## config.mk

```make
export PLATFORM = sky130hd
export DESIGN_NAME = ota_mux_scheduler
export DESIGN_NICKNAME = d
export VERILOG_FILES = /design/src/rtl/ota_mux_scheduler.sv
export SDC_FILE = /design/constraint.sdc
export NUM_CORES = 1
export LEC_CHECK = 0
export ABC_CLOCK_PERIOD_IN_PS = 5100
export CORE_MARGIN = 4
export CORE_UTILIZATION = 28
export DETAILED_ROUTE_END_ITERATION = 10
export SLEW_MARGIN = 25
export SYNTH_ARGS = -nofsm -noshare
export SYNTH_HDL_FRONTEND = slang
export SYNTH_SLANG_ARGS = --single-unit
```

## constraint.sdc

```tcl
create_clock -name clk -period 5.1 [get_ports clk]
set_input_delay 1.02 -clock clk [delete_from_list [all_inputs] [get_ports clk]]
set_output_delay 1.02 -clock clk [all_outputs]
set_load 0.1 [all_outputs]
```

## src/rtl/ota_mux_scheduler.sv

```systemverilog
// Round-robin scheduler that time-shares one OTA comparator across four input pairs.
// Each conversion settles the mux, majority-votes NSAMP synchronized decisions and pulses ack.
module ota_mux_scheduler #(
  parameter int unsigned SETTLE = 4,
  parameter int unsigned NSAMP  = 8
) (
  input  logic       clk,
  input  logic       rst,
  input  logic [3:0] req,
  input  logic       ota_out,
  output logic [1:0] ota_sel,
  output logic       ota_en,
  output logic [3:0] ack,
  output logic [3:0] result,
  output logic       busy
);

  localparam int unsigned NCH  = 4;
  localparam int unsigned CW   = 4;
  localparam int unsigned SW   = $clog2(NSAMP);
  localparam int unsigned OW   = $clog2(NSAMP + 1);
  localparam int unsigned HALF = NSAMP / 2;

  typedef enum logic [1:0] {
    ST_IDLE   = 2'd0,
    ST_SETTLE = 2'd1,
    ST_SAMPLE = 2'd2,
    ST_DECIDE = 2'd3
  } state_t;

  state_t        state;
  state_t        state_next;

  logic          sync1;
  logic          ota_s;

  logic [CW-1:0] settle_cnt;
  logic [SW-1:0] samp_cnt;
  logic [OW-1:0] ones;
  logic [1:0]    last_grant;

  logic [1:0]    ota_sel_nxt;
  logic          ota_en_nxt;
  logic [3:0]    ack_nxt;
  logic [3:0]    result_nxt;
  logic          busy_nxt;
  logic [CW-1:0] settle_cnt_nxt;
  logic [SW-1:0] samp_cnt_nxt;
  logic [OW-1:0] ones_nxt;
  logic [1:0]    last_grant_nxt;

  logic          grant_valid;
  logic [1:0]    grant_ch;
  logic [1:0]    cand;
  logic          settle_done;
  logic          samp_done;
  logic [OW-1:0] ones_sum;

  // Two-flop synchronizer for the asynchronous comparator decision
  always_ff @(posedge clk) begin
    if (rst) begin
      sync1 <= 1'b0;
      ota_s <= 1'b0;
    end else begin
      sync1 <= ota_out;
      ota_s <= sync1;
    end
  end

  // Round-robin search starting just after the previously served channel
  always_comb begin
    grant_valid = 1'b0;
    grant_ch    = last_grant;
    cand        = last_grant;
    for (int i = 1; i <= int'(NCH); i++) begin
      cand = last_grant + 2'(i);
      if (!grant_valid && req[cand]) begin
        grant_valid = 1'b1;
        grant_ch    = cand;
      end
    end
  end

  assign settle_done = (settle_cnt == CW'(SETTLE - 1));
  assign samp_done   = (samp_cnt == SW'(NSAMP - 1));
  assign ones_sum    = ones + OW'(ota_s);

  always_ff @(posedge clk) begin
    if (rst) state <= ST_IDLE;
    else     state <= state_next;
  end

  always_comb begin
    state_next = state;
    case (state)
      ST_IDLE:   if (grant_valid) state_next = ST_SETTLE;
      ST_SETTLE: if (settle_done) state_next = ST_SAMPLE;
      ST_SAMPLE: if (samp_done)   state_next = ST_DECIDE;
      ST_DECIDE: state_next = ST_IDLE;
      default:   state_next = ST_IDLE;
    endcase
  end

  always_comb begin
    ota_sel_nxt    = ota_sel;
    ota_en_nxt     = ota_en;
    ack_nxt        = '0;
    result_nxt     = result;
    busy_nxt       = (state_next != ST_IDLE);
    settle_cnt_nxt = settle_cnt;
    samp_cnt_nxt   = samp_cnt;
    ones_nxt       = ones;
    last_grant_nxt = last_grant;
    case (state)
      ST_IDLE: begin
        if (grant_valid) begin
          ota_sel_nxt    = grant_ch;
          ota_en_nxt     = 1'b1;
          settle_cnt_nxt = '0;
          samp_cnt_nxt   = '0;
          ones_nxt       = '0;
        end else begin
          ota_en_nxt = 1'b0;
        end
      end
      ST_SETTLE: begin
        if (!settle_done) settle_cnt_nxt = settle_cnt + CW'(1);
      end
      ST_SAMPLE: begin
        ones_nxt = ones_sum;
        if (samp_done) begin
          // Strict majority: a tie resolves to 0
          result_nxt[ota_sel] = (ones_sum > OW'(HALF));
          ack_nxt             = 4'b0001 << ota_sel;
          ota_en_nxt          = 1'b0;
          last_grant_nxt      = ota_sel;
        end else begin
          samp_cnt_nxt = samp_cnt + SW'(1);
        end
      end
      ST_DECIDE: begin
        ota_en_nxt = 1'b0;
      end
      default: begin
        ota_en_nxt = 1'b0;
      end
    endcase
  end

  // Registered outputs and datapath
  always_ff @(posedge clk) begin
    if (rst) begin
      ota_sel    <= 2'd0;
      ota_en     <= 1'b0;
      ack        <= '0;
      result     <= '0;
      busy       <= 1'b0;
      settle_cnt <= '0;
      samp_cnt   <= '0;
      ones       <= '0;
      last_grant <= 2'd3;
    end else begin
      ota_sel    <= ota_sel_nxt;
      ota_en     <= ota_en_nxt;
      ack        <= ack_nxt;
      result     <= result_nxt;
      busy       <= busy_nxt;
      settle_cnt <= settle_cnt_nxt;
      samp_cnt   <= samp_cnt_nxt;
      ones       <= ones_nxt;
      last_grant <= last_grant_nxt;
    end
  end

endmodule

```

# Word level (Yosys, flattened, before mapping)
# Index checks and enable logic that the tools add are counted.
# op_classes
bitwise_logic	2
n_mux	33
addsub	6
eq_ne	9
n_reduce_logical	19
n_lt_le_gt_ge	7
shifts	1
# op_table
cell	n
4-bit one-hot mux with 2 select lines	2
2-bit by 3-bit less-than comparator with 1-bit output, second input constant	5
2-bit 2-to-1 mux	7
1-bit 2-to-1 mux	11
1-bit binary-select mux with 2-bit select	4
4-bit 2-to-1 mux	2
2-bit != test, second input constant	4
2-bit one-hot mux with 4 select lines	1
2-bit AND reduction	4
3-bit 2-to-1 mux	2
3-bit one-hot mux with 2 select lines	1
3-bit AND reduction	2
2-bit nonzero test	3
2-bit adder, second input constant	2
4-bit by 1-bit adder with 4-bit output	1
4-bit by 1-bit adder with 4-bit output, second input constant	1
4-bit bitwise mux	1
2-bit == test, second input constant	2
4-bit by 2-bit == test with 1-bit output, second input constant	1
4-bit by 3-bit greater-than comparator with 1-bit output, second input constant	1
1-bit logical AND	4
1-bit by 2-bit << shifter with 4-bit output, first input constant	1
3-bit by 1-bit adder with 3-bit output, second input constant	1
3-bit == test, second input constant	1
other kinds (10)	13
# totals
inputBits	7
regBits	29
out_inout_bits	12

# Depth between registers and ports, before layout
# Gate-level depths: netlist of run 1.
# depth
depth_word	16
ltp_mapped	8
mapped_depth_nobuf	6

# Worst setup path after synthesis of run 1
# Ideal clock, no wire load.
# synth_path
path_kind	input-to-reg
start	input port req[1]
end	register samp_cnt[0]
path_slack_ns	2.953
stages	4
setup_ns	0.121
arrival_ns	2.026
required_ns	4.979
cell_sequence	nor4_4 -> a21boi_0 -> nor3b_1 -> mux2_2
# synth_between
elab_chain_cells	14
# synth_rtl
item	line_no	rtl
start, declared	9	input logic [3:0] req,
1-bit binary-select mux with 2-bit select	77	if (!grant_valid && req[cand]) begin
1-bit 2-to-1 mux (not written as such)	77	
1-bit 2-to-1 mux	77	
1-bit zero test	77	
1-bit logical AND	77	
1-bit 2-to-1 mux	77	
1-bit zero test	77	
1-bit logical AND	77	
1-bit 2-to-1 mux	77	
1-bit zero test	77	
1-bit logical AND	77	
1-bit 2-to-1 mux *	77	
2-bit != test (no source line) *	--	
3-bit AND reduction (no source line) *	--	
end signal, assigned	169	samp_cnt <= samp_cnt_nxt;
end, declared	38	logic [SW-1:0] samp_cnt;
# Every way passes the cells marked *; elsewhere a longest branch is shown, timed or not. The select of a mux whose other input is x is not followed.
# A chain may end at the register's enable or synchronous reset.

# Worst setup path in the final report of run 1
# layout_path
start	register ota_sel[1]
end	output port ota_sel[1]
# layout_lines
item	line_no	rtl
start, declared	11	output logic [1:0] ota_sel,
start signal, assigned	163	ota_sel <= ota_sel_nxt;
# No word-level cell between the ends.

==> results by group, run 1 <==
Status
  • Status: finished, final reports clean

Floorplanning
  • CORE AREA: around 0.0045 mm2
  • IO Count: 19
  • Die span in x: 77.3 um
  • Starting density of the core: around 30%
  • Std cell rows: 24
  • Die ar.: around 0.006 mm2
  • Die span in y: roughly 77 um

Logic synthesis
  • Avg Cell Area, Syn: about 9 um2
  • Cells after Synth: about 150
  • Main synth FF type: dfxtp_1
  • Mux share of post-synthesis cell area: between 3 and 4%
  • Post-synth EDFFs: 0
  • Yosys top cell by area: dfxtp_1
  • Mapped Area: approximately 0.0013 mm2
  • Xor/xnor share of the synthesized area: under 10%
  • YS warnings: 0
  • Sequential cell area fraction in the yosys report: a little over two fifths
  • Post-Synth Simple-Gate Area: 21.3%
  • Area contributors post-synth: dfxtp_1 43%, ha_1 8.4%, nor2_1 5.6%
  • Synthesized net count: 165
  • Main combinational cell family by area after synthesis: simple AND/OR/NAND/NOR gates
  • #FFs+latches synth: 29
  • Compound-Gate Fraction of Synth Area: approximately 18%
  • Synth Area in Adders: ~8.4%
  • Distinct cells, synth: 33
  • Asr flop ratio synth: 0%
  • Yosys top cell area share: between 40% and 50%

Timing
  • Final worst path period share: roughly 59%
  • Slew Viols, Final: 0
  • Max Clk Rate: ~330 MHz
  • Setup TNS: 0 ns
  • Clk_skew: between 0.005 and 0.006 ns
  • Slew headroom: between 30% and 40%
  • Min Tclk post-route: between 2 and 3 ns
  • Unrepaired setup endpoints after global routing: false
  • Hold slack: around 0.44 ns
  • Final WS setup: 2.10 ns
  • Final setup viols: 0
  • Fin. Hold Viols: 0
  • Worst slew pin tran: 0.969 ns

Clock network
  • CTS Buf Count: 5
  • CTS Hold Bufs: 0
  • CTS tree: yes
  • Cts repair resizes: 0
  • Skew-Pair Late Insertion Delay: about 0.28 ns
  • Root buf cell: clkbuf_8
  • Reg clk slew, reported paths: ~0.06 ns
  • H-tree Lvls: 2
  • Clock sink count: 29
  • Post-CTS setup buffers: 0
  • Clock Tree Buf Depth: 2

Setup path
  • Setup crit start: ota_sel[1]$_SDFFE_PP0P_
  • CP max stage cell: clkdlybuf4s50_1
  • Critical path peak fanout: 8
  • Worst EP required: between 4 and 5 ns
  • R2r startpoint: state[1]$_SDFF_PP0_
  • Largest stage delay on the critical path: about 1.2 ns
  • WP buf/inv: 1
  • Crit start category: flop
  • Crit Path Class: flop to primary output
  • CP top delay family: buffers and inverters
  • CP cell instances: clkdlybuf4s50_1
  • Arr. time, crit path: 1.98 ns
  • CP endpoint kind: primary output

Final layout
  • Area of the multi-input gates: about 700 um2
  • Layout cell share with drive strength beyond 1: 5.36%
  • Fillcell total: between 400 and 500
  • Fin util: a little under two fifths
  • Layout Nets: roughly 180
  • Register area: 581 um2
  • Diodes inserted: 0
  • Area Overhead vs Synth: 24.3%
  • Fin cells: 220

Route
  • Routed wire length: around 2700 um
  • Antenna viol nets, final: 0
  • Avg WL per Cell: roughly 12 um
  • DR WL met2: between 1000 and 1500 um
  • Met1 wire length: 1330 um
  • DR iter-0 viols: 30
  • Max layer used: met4
  • Vias: ~1100
  • DRC: 0
  • DRT Pass-1 Iters: 4
  • Metal3 WL: roughly 160 um
  • Vias per cell: roughly 5

Run
  • Max_cap viols: 0

Global routing
  • Pin count of the biggest net entering global routing: 27
  • Vias in the first global route: 1055
  • GRT Overall Usage: approximately a tenth
  • GRT overflow: 0
  • First-pass GRT wire length: 4730 um
  • Initial antenna violation count: 0

Hold path
  • Hold Path Origin: sync1$_SDFF_PP0_
  • Worst hold path type: flop to flop

Placement
  • HPWL after detailed placement: roughly 1900 um
  • I/O Buffers: 18
  • Place WS: 2.18 ns
  • DP Cell Count: 213
  • RePlAce Congestion: between 0.7 and 0.8

Power and ir drop
  • Leak: about 0.00065 uW
  • Pwr Density: 500 mW/mm2
  • IR drop worst, VDD: between 150 and 200 uV
-- stage by stage --
stage	power, uW	instance area, um2
global route	891	1670
detailed placement	613	1570
CTS	847	1670
floorplan	537	1350
global placement	613	1570
finish	835	1670
-- layout make-up --
cell class	instances	area share, %
clock buffers	5	4.12
inverters	7	1.57
repair buffers	18	10.8
well taps	52	3.89
multi-input cells	107	42.8
flip-flops and latches	29	34.7
clock inverters	2	2.10
-- state kept, by name, summed over array words and instances (netlist names), 2 cells and up --
signal / count
ack: 4
settle_cnt: 4
state: 2
ones: 4
last_grant: 2
result: 4
ota_sel: 2
samp_cnt: 3
-- metal layers --
layer	track usage, %	up-vias
li1	-	570
met1	12.5	529
met2	14.0	19
met3	4.57	5
met4	5.16	0
met5	0	-
-- final timing paths --
| path | to | slack (ns) | cells after the start |
|---|---|---|---|
| worst max-delay path | ota_sel[1] | 2.10 | 1 |
| worst min-delay path | ota_s$_SDFF_PP0_ | 0.44 | 1 |
| worst max register to register | settle_cnt[0]$_SDFFE_PP0P_ | 3.18 | 6 |
| worst min register to register | ota_s$_SDFF_PP0_ | 0.44 | 1 |
-- synthesized netlist by cell type, types with 3 or more instances --
cell,count
clkbuf_1,6
nand2_1,8
nor3b_1,3
dfxtp_1,29
inv_1,7
nor3_1,6
mux2i_1,4
nor2_1,20
o21ai_0,6
ha_1,9
a22oi_1,3
a211oi_1,8
a21oi_1,8
nand2b_1,7
-- power by group --
| group | switching [uW] | total [uW] | internal (uW) | leakage, uW |
|---|---|---|---|---|
| Sequential | 32.6 | 288 | 255 | 0.000236 |
| Combinational | 222 | 321 | 99.1 | 0.000359 |
| Clock | 85.3 | 227 | 142 | 0.0000540 |
| Total | 340 | 835 | 496 | 0.000648 |
-- placed cells by master (no fill, tap or decap), types with 2 or more instances in the layout --
cell,synthesis,routed
clkdlybuf4s50_1,0,18
nor3b_1,3,3
nor2_1,20,20
nand2b_1,7,7
o21ai_0,6,6
inv_1,7,7
a21oi_1,8,8
dfxtp_1,29,29
ha_1,9,9
and3_1,2,2
xnor2_1,2,2
nand3_1,2,2
a22o_1,2,2
nor2b_1,2,2
a211oi_1,8,8
mux2i_1,4,4
a22oi_1,3,3
nor3_1,6,6
clkbuf_8,0,5
a211o_1,2,2
nand2_1,8,8
-- cell families after synthesis --
group                      after synthesis
xor gates and xnor gates                 2
DFF                                     29
AOI/OAI and AO/OA                       36
muxes                                    5
and+or+nand+nor                         55
adders and majority gates                9
buffers and inverters                   13
Power figures use the tool's default switching activity.
==> inputs of run 2 (changes only) <==
--- a/config.mk
+++ b/config.mk
@@ -5,7 +5,7 @@
 export SDC_FILE = /design/constraint.sdc
 export NUM_CORES = 1
 export LEC_CHECK = 0
-export ABC_CLOCK_PERIOD_IN_PS = 5100
+export ABC_CLOCK_PERIOD_IN_PS = 2470
 export CORE_MARGIN = 4
 export CORE_UTILIZATION = 28
 export DETAILED_ROUTE_END_ITERATION = 10
==> constraint.sdc (replaced) <==
create_clock -name clk -period 2.47 [get_ports clk]
set_input_delay 0.494 -clock clk [delete_from_list [all_inputs] [get_ports clk]]
set_output_delay 0.494 -clock clk [all_outputs]
set_load 0.1 [all_outputs]
==> run 2 against run 1 <==
Compared with the run above: utilization increased by 0.28 points; total power increased by 110%; die area unchanged; critical path type is now primary input to flop; first-iteration DRC count increased by 63%; register-to-register slack got worse by 2.5 ns; highest routed layer unchanged; cell count increased by 2.3%; routed wire length increased by 1.4%.
==> results by group, run 2 (synthesis gave the netlist of run 1 again) <==
Status
  • Status: finished, final reports clean

Floorplanning
  • Std cell rows: 24 (unchanged)
  • Die span in x: 77.3 um (unchanged)
  • Die span in y: 77.3 um (unchanged)
  • Starting density of the core: 29.9% (unchanged)
  • CORE AREA: 0.00450 mm2 (unchanged)
  • IO Count: 19 (unchanged)
  • Die ar.: 0.00598 mm2 (unchanged)

Clock network
  • Cts repair resizes: 0 (unchanged)
  • Clock Tree Buf Depth: 2 (unchanged)
  • CTS Hold Bufs: 0 (unchanged)
  • Root buf cell: clkbuf_8
  • CTS tree: yes
  • Post-CTS setup buffers: 0 (unchanged)
  • Skew-Pair Late Insertion Delay: 0.28 ns (about the same)
  • CTS Buf Count: 5 (unchanged)
  • Reg clk slew, reported paths: 0.06 ns (about the same)
  • Clock sink count: 29 (unchanged)
  • H-tree Lvls: 2 (unchanged)

Route
  • DRC: 0 (unchanged)
  • Antenna viol nets, final: 0 (unchanged)
  • Routed wire length: 2760 um (+1.4%)
  • Vias: 1130 (+0.62%)
  • Avg WL per Cell: 12.2 um (-0.82%)
  • DRT Pass-1 Iters: 6 (+2)
  • Vias per cell: 5.02 (-1.6%)
  • DR iter-0 viols: 49 (+63%)

Placement
  • I/O Buffers: 18 (unchanged)
  • HPWL after detailed placement: 1990 um (+6.9%)
  • RePlAce Congestion: 0.732 (-7.2%)
  • Place WS: 0.204 ns (-1.98 ns)

Timing
  • Setup TNS: 0 ns (unchanged)
  • Clk_skew: 0.00947 ns (+0.00425 ns)
  • Slew Viols, Final: 0 (unchanged)
  • Final setup viols: 0 (unchanged)
  • Worst slew pin tran: 0.539 ns (-0.430 ns)
  • Slew headroom: 64.0% (+29 points)
  • Final WS setup: 0.482 ns (-1.62 ns)
  • Fin. Hold Viols: 0 (unchanged)
  • Min Tclk post-route: approximately 2.0 ns
  • Max Clk Rate: 503 MHz
  • Unrepaired setup endpoints after global routing: false
  • Final worst path period share: between 80% and 90%

Final layout
  • Most frequent cells in the layout: 29 x dfxtp_1, 20 x nor2_1, 16 x buf_4
  • Commonest non-fill, non-tap cell in the layout: dfxtp_1
  • Fillcell total: 484 (+2.5%)
  • Area Overhead vs Synth: 25.2%
  • Diodes inserted: 0 (unchanged)
  • Layout cell share with drive strength beyond 1: 14.5% (+9.1 points)
  • Register area: 581 um2 (unchanged)
  • Layout Nets: 188 (+2.2%)
  • Area of the multi-input gates: 716 um2 (unchanged)

Hold path
  • Worst hold path type: flop to flop
  • Hold Path Origin: sync1$_SDFF_PP0_

Setup path
  • R2r startpoint: state[0]$_SDFF_PP0_
  • Crit start category: primary input
  • Reg2Reg Depth: 5 (-1)
  • Arr. time, crit path: 2.16 ns (+0.18 ns)
  • Critical Path End: busy$_SDFF_PP0_
  • Reg2reg end: samp_cnt[0]$_SDFFE_PP0P_
  • Critical path peak fanout: 6 (-2)
  • Worst EP required: 2.64 ns (-1.44 ns)
  • Worst reg2reg setup slack: 0.73 ns (-2.45 ns)
  • CP endpoint kind: flop
  • Crit Path Class: primary input to flop
  • Setup crit start: req[1]

Global routing
  • Initial antenna violation count: 0 (unchanged)
  • Vias in the first global route: 1001 (-5.1%)
  • GRT overflow: 0 (unchanged)
  • GRT Overall Usage: 9.64% (-0.27 points)
  • Pin count of the biggest net entering global routing: 16 (-41%)
  • First-pass GRT wire length: 4640 um (-1.9%)

Power and ir drop
  • Pwr Total: 1780 uW (+110%)
  • Pwr Density: 1060 mW/mm2 (+110%)
  • IR drop worst, VDD: 382 uV (+110%)
  • Leak: 0.000695 uW (+7.2%)

Run
  • Max_cap viols: 0 (unchanged)
-- run 2: cell types whose count changed in the layout (fill, tap and decap cells not counted), sizes merged --
cell	change
clkdlybuf4s50	-12
buf	+16
clkbuf	+2
clkinv	-1
-- run 2: how the worst min path moves through the flow --
stage,end,cells past startpoint
after detailed placement,ota_s$_SDFF_PP0_,1
after CTS,ota_s$_SDFF_PP0_,1
after global routing,ota_s$_SDFF_PP0_,1
final,ota_s$_SDFF_PP0_,1
after global placement,ota_s$_SDFF_PP0_,1
after floorplan,ota_s$_SDFF_PP0_,1
-- run 2: metrics by stage --
stage | instance area, um2 | utilization, % | instances | hold slack [ns]
3_3_place_gp | 1570 | 34.8 | 217 | 0.421
5_1_grt | 1680 | 37.4 | 225 | 0.454
3_5_place_dp | 1570 | 34.8 | 217 | 0.428
6_report | 1680 | 37.4 | 225 | 0.442
2_1_floorplan | 1350 | - | 149 | 0.414
4_1_cts | 1680 | 37.4 | 225 | 0.443
-- run 2: worst max-delay path: stages --
cell and delay, ns:
clkdlybuf4s50_1 0.53, o41a_1 0.53, a311oi_1 0.28, a211oi_1 0.09, or2_1 0.24
-- run 2: final cells by class --
| type | instances | area share (%) |
|---|---|---|
| clock buffer | 7 | 5.13 |
| timing repair buffer | 22 | 10.7 |
| tap | 52 | 3.86 |
| multi-input combinational | 107 | 42.5 |
| clock inverter | 1 | 1.78 |
| sequential | 29 | 34.5 |
| inverter | 7 | 1.56 |
-- run 2: routing by layer --
metal / routed length (um) / track usage (%) / vias up
met5: 0 / 0 / -
met4: 55 / 4.80 / 0
met3: 128 / 3.51 / 7
met2: 1170 / 13.7 / 21
met1: 1400 / 12.7 / 523
li1: - / - / 579
-- run 2: power breakdown --
group	internal (uW)	switching, uW	total (uW)
Combinational	215	468	683
Sequential	527	65.6	592
Clock	328	178	507
Total	1070	712	1780
==> inputs of run 3 (changes only) <==
--- a/config.mk
+++ b/config.mk
@@ -5,7 +5,7 @@
 export SDC_FILE = /design/constraint.sdc
 export NUM_CORES = 1
 export LEC_CHECK = 0
-export ABC_CLOCK_PERIOD_IN_PS = 2470
+export ABC_CLOCK_PERIOD_IN_PS = 1850
 export CORE_MARGIN = 4
 export CORE_UTILIZATION = 28
 export DETAILED_ROUTE_END_ITERATION = 10
==> constraint.sdc (replaced) <==
create_clock -name clk -period 1.85 [get_ports clk]
set_input_delay 0.37 -clock clk [delete_from_list [all_inputs] [get_ports clk]]
set_output_delay 0.37 -clock clk [all_outputs]
set_load 0.1 [all_outputs]
==> run 3 against run 2 <==
Compared with the run above: count of clock-buffer cells in the layout is the same; cell count up 3.6%; total power up 36%; global-route usage barely moved; hold slack gained 0.0058 ns; routed wire length increased by 2.8%; clock power grew 13%; critical path type unchanged; critical endpoint unchanged; largest cell class unchanged; largest power group unchanged; highest routed layer unchanged.
==> results by group, run 3 (synthesis gave the netlist of run 1 again) <==
Status
  • Status: finished, final reports clean

Global routing
  • Vias in the first global route: 1020 (+1.9%)
  • Met1 Use GR: 12.9% (+0.15 points)
  • Busiest layer in global routing: met2
  • Met2 Use GR: 14.2% (+0.52 points)
  • GRT overflow: 0 (unchanged)
  • First-pass GRT wire length: 4670 um (+0.60%)
  • Initial antenna violation count: 0 (unchanged)
  • Met3 usage: 3.40% (-0.12 points)
  • GRT Overall Usage: 9.67% (+0.021 points)
  • Pin count of the biggest net entering global routing: 20 (+4)

Route
  • DRT Pass-1 Iters: 4 (-2)
  • Routed wire length: 2830 um (+2.8%)
  • Vias: 1154 (+2.1%)
  • DRC: 0 (unchanged)
  • Vias per cell: 4.95 (-1.4%)
  • Antenna viol nets, final: 0 (unchanged)
  • DR iter-0 viols: 65 (+33%)
  • Avg WL per Cell: 12.2 um (-0.73%)

Final layout
  • Fillcell total: 463 (-4.3%)
  • Area of the multi-input gates: 732 um2 (+2.3%)
  • Layout Nets: 196 (+4.3%)
  • Final instance area: 0.00183 mm2 (+8.8%)
  • Most frequent cells in the layout: 29 x dfxtp_1, 20 x nor2_1, 17 x buf_4
  • Register area: 581 um2 (unchanged)
  • Commonest non-fill, non-tap cell in the layout: dfxtp_1
  • Layout cell share with drive strength beyond 1: 21.0% (+6.5 points)
  • Area Overhead vs Synth: 36.3%
  • Diodes inserted: 0 (unchanged)
  • Fin util: 40.7% (+3.3 points)

Clock network
  • Clock Tree Buf Depth: 2 (unchanged)
  • Root buf cell: clkbuf_8
  • CTS Buf Count: 5 (unchanged)
  • CTS tree: yes
  • Clock sink count: 29 (unchanged)
  • Skew-Pair Late Insertion Delay: 0.27 ns (about the same)
  • CTS Hold Bufs: 0 (unchanged)
  • Cts repair resizes: 0 (unchanged)
  • Post-CTS setup buffers: 0 (unchanged)
  • H-tree Lvls: 2 (unchanged)
  • Reg clk slew, reported paths: 0.06 ns (about the same)

Setup path
  • Worst EP required: 2.02 ns (-0.62 ns)
  • WP buf/inv: 1 (unchanged)
  • Reg2Reg Depth: 7 (+2)
  • Crit Path Class: primary input to flop
  • Largest stage delay on the critical path: 0.48 ns (-0.05 ns)
  • CP top delay family: compound AO/OA/AOI/OAI gates
  • CP max stage cell: clkdlybuf4s50_1
  • CP cell instances: clkdlybuf4s50_1 -> o41a_1 -> a311oi_1 -> a211oi_1 -> or2_1
  • Critical path peak fanout: 3 (-3)
  • Worst reg2reg setup slack: 0.14 ns (-0.59 ns)
  • Arr. time, crit path: 1.94 ns (-0.22 ns)
  • Crit start category: primary input
  • CP endpoint kind: flop
  • Crit path depth: 5 (unchanged)

Placement
  • RePlAce Congestion: 0.766 (+4.5%)
  • Dpl cell area: 0.00172 mm2 (+9.4%)
  • Place WS: -0.205 ns (-0.408 ns)
  • I/O Buffers: 18 (unchanged)
  • HPWL after detailed placement: 2000 um (+0.56%)

Timing
  • Max Clk Rate: approximately 560 MHz
  • Fin. Hold Viols: 0 (unchanged)
  • Min Tclk post-route: approximately 1.8 ns
  • Final WS setup: 0.0786 ns (-0.403 ns)
  • Final worst path period share: a little over nine tenths
  • Slew headroom: 73.3% (+9.4 points)
  • Worst slew pin tran: 0.400 ns (-0.139 ns)
  • Unrepaired setup endpoints after global routing: false
  • Slew Viols, Final: 0 (unchanged)
  • Final setup viols: 0 (unchanged)
  • Clk_skew: 0.00472 ns (-0.00475 ns)

Run
  • Max_cap viols: 0 (unchanged)

Power and ir drop
  • Leak: 0.000754 uW (+8.4%)
  • IR drop worst, VDD: 623 uV (+63%)
  • Pwr Density: 1320 mW/mm2 (+25%)

Hold path
  • Worst hold path type: flop to flop
  • Worst Hold Path Cells: 1 (unchanged)

Floorplanning
  • Std cell rows: 24 (unchanged)
  • Die span in y: 77.3 um (unchanged)
  • CORE AREA: 0.00450 mm2 (unchanged)
  • Die span in x: 77.3 um (unchanged)
  • Starting density of the core: 29.9% (unchanged)
  • Die ar.: 0.00598 mm2 (unchanged)
  • IO Count: 19 (unchanged)
## run 3: changes by cell type in the layout (fill, tap and decap cells not counted), sizes merged
| cell | delta |
|---|---|
| buf | +8 |
| bufinv | -1 |
| clkinv | +1 |
## run 3: final timing paths
kind | endpoint | from
worst min-delay path | ota_s$_SDFF_PP0_ | sync1$_SDFF_PP0_
worst min register to register | ota_s$_SDFF_PP0_ | sync1$_SDFF_PP0_
worst max-delay path | busy$_SDFF_PP0_ | req[1]
worst max register to register | result[0]$_SDFFE_PP0P_ | state[0]$_SDFF_PP0_
## run 3: power by group
part	internal, uW	switching, uW
combinational	401	649
sequential	703	101
clock	336	237
## run 3: per-stage QoR
step | TNS, ns | hold slack [ns] | std cells | total power, uW
finish | 0 | 0.448 | 233 | 2430
global route | 0 | 0.462 | 233 | 2560
CTS | 0 | 0.456 | 233 | 2420
detailed placement | -1.59 | 0.444 | 225 | 1840
global placement | -1.47 | 0.417 | 225 | 1830
floorplan | 0 | 0.414 | 149 | 1480
## run 3: cell type report
| cell class | instances | share of cell area [%] |
|---|---|---|
| Multi-Input combinational cell | 107 | 39.9 |
| Sequential cell | 29 | 31.7 |
| Timing Repair Buffer | 30 | 17.9 |
| Clock buffer | 7 | 5.26 |
| Tap cell | 52 | 3.55 |
| Inverter | 7 | 1.43 |
| Clock inverter | 1 | 0.273 |
## run 3: per-layer routing
| layer | routed length (um) | vias to the layer above | part of all wire (%) |
|---|---|---|---|
| met4 | 14 | 0 | 0.49 |
| li1 | - | 593 | - |
| met5 | 0 | - | 0 |
| met3 | 130 | 2 | 4.6 |
| met1 | 1440 | 542 | 51 |
| met2 | 1250 | 17 | 44 |
